[src/rtl/zion_basic_circuit_lib_rr_load_arb.sv]
// Round-robin arbiter feeding one enable-loaded output register with a valid/ready port.
// Optional burst locking (iReqLast) is enabled by defining ZION_RR_ARB_LOCK_EN.
module zion_basic_circuit_lib_rr_load_arb #(
  parameter int                NUM_REQ  = 4,
  parameter int                WIDTH    = 8,
  parameter logic [WIDTH-1:0]  INI_DATA = '0,
  parameter int                IDX_W    = $clog2(NUM_REQ)
) (
  input  logic                     clk,
  input  logic                     rst,
  input  logic [NUM_REQ-1:0]       iReqVld,
  output logic [NUM_REQ-1:0]       oReqRdy,
  input  logic [NUM_REQ*WIDTH-1:0] iReqDat,
`ifdef ZION_RR_ARB_LOCK_EN
  input  logic [NUM_REQ-1:0]       iReqLast,
`endif
  output logic                     oVld,
  input  logic                     iRdy,
  output logic [WIDTH-1:0]         oDat,
  output logic [IDX_W-1:0]         oGntIdx
);

  if (NUM_REQ < 2 || WIDTH < 1) begin : g_param_err
`ifdef CHECK_ERR_EXIT
    $fatal(1, "zion_basic_circuit_lib_rr_load_arb: NUM_REQ must be >= 2 and WIDTH >= 1");
`else
    $error("zion_basic_circuit_lib_rr_load_arb: NUM_REQ must be >= 2 and WIDTH >= 1");
`endif
  end

  logic [IDX_W-1:0]   ptr, winner, ptr_nxt;
  logic [NUM_REQ-1:0] elig;
  logic               win_vld, ld;

`ifdef ZION_RR_ARB_LOCK_EN
  logic             locked;
  logic [IDX_W-1:0] lock_idx;

  // While a burst is open only the locked requester may win, even if it idles.
  always_comb begin
    elig = iReqVld;
    if (locked) elig = iReqVld & (NUM_REQ'(1) << lock_idx);
  end
`else
  assign elig = iReqVld;
`endif

  // Lowest eligible index at or above ptr wins; otherwise wrap to lowest overall.
  always_comb begin
    winner = '0;
    for (int i = NUM_REQ-1; i >= 0; i--)
      if (elig[i]) winner = IDX_W'(i);
    for (int i = NUM_REQ-1; i >= 0; i--)
      if (elig[i] && IDX_W'(i) >= ptr) winner = IDX_W'(i);
  end

  assign win_vld = |elig;
  assign ld      = (!oVld || iRdy) && win_vld;
  assign ptr_nxt = (winner == IDX_W'(NUM_REQ-1)) ? '0 : winner + 1'b1;

  for (genvar g = 0; g < NUM_REQ; g++) begin : g_rdy
    assign oReqRdy[g] = ld && (winner == IDX_W'(g));
  end

  always_ff @(posedge clk or posedge rst) begin
    if (rst) begin
      oVld    <= 1'b0;
      oDat    <= INI_DATA;
      oGntIdx <= '0;
      ptr     <= '0;
`ifdef ZION_RR_ARB_LOCK_EN
      locked   <= 1'b0;
      lock_idx <= '0;
`endif
    end else if (ld) begin
      oVld    <= 1'b1;
      oDat    <= iReqDat[winner*WIDTH +: WIDTH];
      oGntIdx <= winner;
`ifdef ZION_RR_ARB_LOCK_EN
      if (!iReqLast[winner]) begin
        locked   <= 1'b1;
        lock_idx <= winner;
      end else begin
        locked <= 1'b0;
        ptr    <= ptr_nxt;
      end
`else
      ptr <= ptr_nxt;
`endif
    end else if (oVld && iRdy) begin
      oVld <= 1'b0;
    end
  end

endmodule

[config.mk]
export PLATFORM = sky130hd
export DESIGN_NAME = zion_basic_circuit_lib_rr_load_arb
export DESIGN_NICKNAME = d
export VERILOG_FILES = /design/src/rtl/zion_basic_circuit_lib_rr_load_arb.sv
export SDC_FILE = /design/constraint.sdc
export NUM_CORES = 1
export LEC_CHECK = 0
export ABC_AREA = 1
export CAP_MARGIN = 20
export CORE_AREA = 3 3 58 60
export DETAILED_ROUTE_END_ITERATION = 16
export DIE_AREA = 0 0 61 63
export HOLD_SLACK_MARGIN = 0.08
export PLACE_DENSITY_LB_ADDON = 0.3
export SETUP_SLACK_MARGIN = 0.3
export SYNTH_ARGS = -nofsm -noshare
export SYNTH_HDL_FRONTEND = slang
export SYNTH_SLANG_ARGS = --single-unit
[constraint.sdc]
create_clock -name clk -period 2.25 [get_ports clk]
set_input_delay 0.225 -clock clk [delete_from_list [all_inputs] [get_ports clk]]
set_output_delay 0.225 -clock clk [all_outputs]
set_load 0.05 [all_outputs]
==> reports/metrics.cfg, run 1 <==
[die]
placement_rows = 20
io_pins = 54
die_y_um = 63
initial_core_util_pct = 34.9
dieArea_um2 = 3840
core_area_um2 = 2980
fp.dieW_um = 61

[timing]
setup_viol = 0
finalSetupTns_ps = 0
skew_ps = 1.66
rsz0062_at_grt = true
finalCritPeriodShare_pct = 84.0
period_needed_ps = 1890
fmax_ghz = 0.529
relSlewSlack_pct = 67.0
slew_viol_final = 0
hold_viol = 0
tightest_slew_ps = 494

[worst_setup_path]
crit-reg2reg-launch = ptr[0]$_DFFE_PP0P_
arrival_ps = 1660
crit_required_ps = 2030
worst_setup_path_start_kind = register
path_max_fanout = 3
endpoint_kind = primary output
path_class = register to primary output
r2r_cells = 10
reg2reg_to = oDat[5]$_DFFE_PP0P_
reg2reg_slack_ps = 730

[place]
gp_congestion = 0.817
port-buffer-count = 53
dp_hpwl_um = 2140

[synth]
syn-num-nets = 214
ys_ff_latch = 13
synth_top_area_share_pct = 31.3
synth_common_cells = nand2_1, inv_1, nand3_1
netlist_area_um2 = 1040
ys_warn_count = 0
yosys_most_used_dff = dfrtp_1
synth_edf_count = 0
yosysMostFrequentCell = nand2_1
synth-async-reset-ratio_pct = 100
synthCells = 174
seq_area_frac_synth_pct = 31.3
synth.distinct_cells = 17
avgSynthCellArea_um2 = 5.97
ys_top_cells_by_area = dfrtp_1, nand2_1, nand3_1, inv_1, nor2_1
netlist.top_cell.by_area = dfrtp_1

[layout]
drive_gt1_share_pct = 13.2
antenna_cells = 0
multi_input_area_um2 = 556
nets = 276
n_fill_cell = 291
areaGrowthSynthToFinish_pct = 68.1
seq_area_um2 = 325
post-route-util_pct = 58.6

[worst_hold_path]
hold_class = input pin to async pin

[detailed_routing]
drc = 0
firstDrtPassIters = 4
via_count = 1180
drtIter0Drc = 38
antenna_left = 0
vias_per_cell = 4.40
drt_wl_total_um = 2650
wl_per_cell_um = 9.87

[global_routing]
grt_max_degree = 19
grt_pass1_vias = 1087
track_usage_pct = 15.1
grt_overflow = 0
antenna_found_initial = 0
grt_pass1_wl_um = 4490

[pwr]
ir_drop_v = 0.000332
p_leak_nw = 0.972
power_density_nw_per_um2 = 1050

[clocking]
cts_hold_buffers = 0
cts_max_level = 1
cts_buffers = 3
cts_tree = yes
clk_pin_slew_ps = 70
cts_root_buf = clkbuf_4
insertion_delay_ps = 270
cts.sink_count = 13
clock_path_buffers = 2

[run_status]
status = completed

[run]
cap_violations = 0

[final cells by class]
type,instances,area share [%]
Clock buffer,4,1.51
Inverter,41,8.82
Multi-Input combinational cell,115,31.8
Sequential cell,13,18.6
Tap cell,33,2.37
Timing Repair Buffer,62,36.8
[state kept, by name (all words and copies together), names as in the netlist]
register  cells
oDat          8
oGntIdx       2
ptr           2
oVld          1
[stage by stage]
stage | cell area [um2] | setup WS (ps) | power (mW) | std cells | hold slack, ps
2_1_floorplan | 1050 | 381 | 1.21 | 174 | 102
3_3_place_gp | 1680 | 316 | 1.64 | 261 | 462
3_5_place_dp | 1680 | 300 | 1.66 | 261 | 467
4_1_cts | 1700 | 300 | 1.81 | 265 | 277
5_1_grt | 1750 | 260 | 1.98 | 268 | 291
6_report | 1750 | 360 | 1.83 | 268 | 267
[worst max path at each step]
stage / slack, ps / end / from
floorplan: 380 / oReqRdy[3] / oVld$_DFFE_PP0P_
global placement: 320 / oReqRdy[0] / iReqVld[0]
detailed placement: 300 / oReqRdy[0] / iReqVld[0]
CTS: 300 / oReqRdy[0] / iReqVld[0]
global route: 260 / oReqRdy[0] / ptr[0]$_DFFE_PP0P_
finish: 360 / oReqRdy[0] / ptr[1]$_DFFE_PP0P_
[critical path, cell delays in order, from the launching register on]
cell      delay (ps)
dfrtp_1          400
inv_2            100
nand2_2          100
nand2_1          140
o21bai_2         150
ha_1             170
inv_1             40
nor2_2           140
buf_12           150
[metal layers]
layer / GRT usage (%) / part of all wire, % / up-vias
li1: - / - / 639
met1: 19.0 / 46 / 504
met2: 23.9 / 49 / 35
met3: 2.48 / 4.6 / 2
met4: 7.86 / 1.1 / 0
met5: 0 / 0 / -
[cells by family after synthesis]
family / Yosys count / share of synthesized area, %
and+or+nand+nor: 110 / 47.4
buffers and inverters: 46 / 17.6
DFF: 13 / 31.3
AOI/OAI and AO/OA: 4 / 2.53
adders and majority gates: 1 / 1.20
[cell usage in the layout (no fill, tap or decap), types with 2 or more instances in the layout]
master	n
nand2_1	65
clkdlybuf4s50_1	47
inv_1	38
nand3_1	32
dfrtp_1	13
buf_4	9
nor2_2	4
buf_12	4
nor2_1	3
inv_2	3
clkbuf_4	3
nand2_2	2
dlymetal6s2s_1	2
[power breakdown]
part / leakage (nW) / internal [mW] / switching, mW / total [mW]
clock network: 0.0150 / 0.0687 / 0.0713 / 0.140
registers: 0.155 / 0.332 / 0.0548 / 0.387
logic: 0.802 / 0.498 / 0.806 / 1.30
[what timing repair did]
item | in CTS | in global routing
setup buffers | 0 | 3
setup endpoints to repair | 0 | 4
gates resized for setup | 0 | 7
Note: power is estimated with default switching activity, not from simulation.
==> run 2: changes to the inputs <==
--- a/config.mk
+++ b/config.mk
@@ -7,9 +7,9 @@
 export LEC_CHECK = 0
 export ABC_AREA = 1
 export CAP_MARGIN = 20
-export CORE_AREA = 3 3 58 60
+export CORE_AREA = 3 3 59 61
 export DETAILED_ROUTE_END_ITERATION = 16
-export DIE_AREA = 0 0 61 63
+export DIE_AREA = 0 0 62 64
 export HOLD_SLACK_MARGIN = 0.08
 export PLACE_DENSITY_LB_ADDON = 0.3
 export SETUP_SLACK_MARGIN = 0.3
==> constraint.sdc (replaced) <==
create_clock -name clk -period 1.63 [get_ports clk]
set_input_delay 0.163 -clock clk [delete_from_list [all_inputs] [get_ports clk]]
set_output_delay 0.163 -clock clk [all_outputs]
set_load 0.05 [all_outputs]
==> reports/metrics.cfg, run 2 (synthesis results as in run 1) <==
[detailed_routing]
via_count = 1271  ; was 1,180
vias_per_cell = 4.35  ; was 4.40
firstDrtPassIters = 4  ; unchanged
drc = 0  ; unchanged
drt_wl_total_um = 3060  ; was 2650 um
antenna_left = 0  ; unchanged
drtIter0Drc = 27  ; was 38
wl_per_cell_um = 10.5  ; was 9.87 um

[global_routing]
grt_overflow = 0  ; unchanged
track_usage_pct = 17.2  ; was 15.1%
grt_pass1_vias = 1231  ; was 1,087
grt_max_degree = 18  ; was 19
antenna_found_initial = 0  ; unchanged
grt_pass1_wl_um = 5200  ; was 4490 um

[place]
port-buffer-count = 53  ; unchanged
dp_hpwl_um = 2440  ; was 2140 um
placedInstanceArea_um2 = 1810  ; was 1680 um2
gp_congestion = 0.818  ; was 0.817

[timing]
finalCritPeriodShare_pct = 102
fin_ws_ps = -38.7  ; was 360 ps
hold_viol = 0  ; unchanged
tightest_slew_ps = 488  ; was 494 ps
relSlewSlack_pct = 67.4  ; was 67.0%
skew_ps = 4.33  ; was 1.66 ps
fmax_ghz = 0.599
rsz0062_at_grt = true  ; unchanged
period_needed_ps = 1670
setup_viol = 2  ; was 0
slew_viol_final = 0  ; unchanged
holdWs_ps = 209  ; was 267 ps

[pwr]
p_int_mw = 1.42  ; was 0.899 mW
p_comb_share_pct = 74.2  ; was 71.2%
p_clk_share_pct = 6.7  ; was 7.6%
p_seq_share_pct = 19.1  ; was 21.1%
power_mw = 2.84  ; was 1.83 mW
switching_share_pct = 50.1  ; was 50.9%
ir_drop_v = 0.000761  ; was 0.000332 V
p_sw_mw = 1.43  ; was 0.932 mW
power_density_nw_per_um2 = 1470  ; was 1050 nW/um2
p_leak_nw = 1.06  ; was 0.972 nW

[run_status]
status = finished with violations  ; was completed
violations = negative setup slack

[clocking]
clk_pin_slew_ps = 70  ; about the same
cts_max_level = 1  ; unchanged
cts_hold_buffers = 0  ; unchanged
cts_buffers = 3  ; unchanged
cts_root_buf = clkbuf_4  ; unchanged
cts_tree = yes  ; unchanged
cts.sink_count = 13  ; unchanged
insertion_delay_ps = 270  ; about the same
clock_path_buffers = 2  ; unchanged

[worst_setup_path]
reg2reg_slack_ps = 110  ; was 730 ps
crit-reg2reg-launch = ptr[1]$_DFFE_PP0P_  ; was ptr[0]$_DFFE_PP0P_
reg2reg_to = oDat[5]$_DFFE_PP0P_  ; unchanged
path_max_fanout = 3  ; unchanged
crit_required_ps = 1470  ; was 2030 ps
worst_setup_path_start_kind = register  ; unchanged
arrival_ps = 1510  ; was 1660 ps
endpoint_kind = primary output  ; unchanged
r2r_cells = 12  ; was 10
path_class = register to primary output  ; unchanged

[run]
cap_violations = 0  ; unchanged

[die]
initial_core_util_pct = 34.3  ; was 34.9%
placement_rows = 20  ; unchanged
die_y_um = 64  ; was 63 um
io_pins = 54  ; unchanged
core_area_um2 = 3030  ; was 2980 um2
fp.dieW_um = 62  ; was 61 um
dieArea_um2 = 3970  ; was 3840 um2

[layout]
drive_gt1_share_pct = 26.6  ; was 13.2%
areaGrowthSynthToFinish_pct = 86.9  ; was 68.1%
final_cell_mix = nand2_1, clkdlybuf4s50_1, inv_1  ; unchanged
antenna_cells = 0  ; unchanged
reg_top3 = oDat x8, oGntIdx x2, ptr x2  ; unchanged
design_area_um2 = 1940  ; was 1750 um2
layout_commonest_cell = nand2_1  ; unchanged
nets = 289  ; was 276
largest_reg_flops = 8  ; unchanged
top_register = oDat  ; unchanged

[worst_hold_path]
hold_class = input pin to async pin  ; unchanged

run 2: layer usage:
layer	track usage, %	share of wire, %	wire [um]	vias up
met5	0	0	0	-
met4	2.39	0	0	0
met3	6.26	8.7	267	0
met2	29.0	51	1550	56
met1	20.8	41	1250	547
li1	-	-	-	668
run 2: how the worst max path moves through the flow:
stage                       start                  end  slack, ps  cells past startpoint
2_1_floorplan  ptr[1]$_DFFE_PP0P_           oReqRdy[0]        140                      9
3_3_place_gp           iReqVld[0]           oReqRdy[2]       -110                      9
3_5_place_dp           iReqVld[0]  oDat[7]$_DFFE_PP0P_       -130                     11
4_1_cts        ptr[1]$_DFFE_PP0P_           oReqRdy[0]        -50                      8
5_1_grt        ptr[0]$_DFFE_PP0P_           oReqRdy[2]       -140                      8
6_report       ptr[1]$_DFFE_PP0P_           oReqRdy[0]        -40                      8
run 2: cell type report:
class / instances / area (um2)
Clock buffer: 4 / 26.3
Fill cell: 276 / 1090
Inverter: 41 / 154
Multi-Input combinational cell: 115 / 641
Sequential cell: 13 / 327
Tap cell: 44 / 55.1
Timing Repair Buffer: 75 / 738
run 2: timing repair:
item | in CTS | in global routing
buffers inserted | 3 | 4
resized for setup | 10 | 1
pin swaps | 6 | 6
setup endpoints to repair | 12 | 12
hold endpoints to repair | 0 | 0
run 2: worst max-delay path, cell delays in order (launching register included):
cell	delay, ps
dfrtp_1	390
inv_2	100
nand3_4	110
nand2_4	90
o21bai_4	130
ha_4	150
inv_2	40
nor2_4	90
buf_12	140
run 2: power by group through the flow:
stage / Combinational [mW] / Sequential [mW] / Clock (mW)
after global placement: 1.93 / 0.548 / 0
after CTS: 2.07 / 0.546 / 0.198
after detailed placement: 1.96 / 0.547 / 0
final: 2.11 / 0.544 / 0.191
after floorplan: 0.852 / 0.939 / 0
after global routing: 2.27 / 0.562 / 0.213
run 2: per-stage QoR:
step           TNS, ps  util [%]  setup WS (ps)  instances
2_1_floorplan        0         -            139        174
3_3_place_gp     -1040      59.9           -108        281
3_5_place_dp     -1300      59.9           -131        281
4_1_cts           -125      62.9          -48.0        288
5_1_grt           -446      64.1           -137        292
6_report         -70.9      64.1          -38.7        292
==> run 3: changes to the inputs <==
--- a/config.mk
+++ b/config.mk
@@ -8,6 +8,7 @@
 export ABC_AREA = 1
 export CAP_MARGIN = 20
 export CORE_AREA = 3 3 59 61
+export CTS_CLUSTER_SIZE = 20
 export DETAILED_ROUTE_END_ITERATION = 16
 export DIE_AREA = 0 0 62 64
 export HOLD_SLACK_MARGIN = 0.08
==> results of run 3 <==
Same layout as run 2: the final DEF is identical, and so are final timing and power.
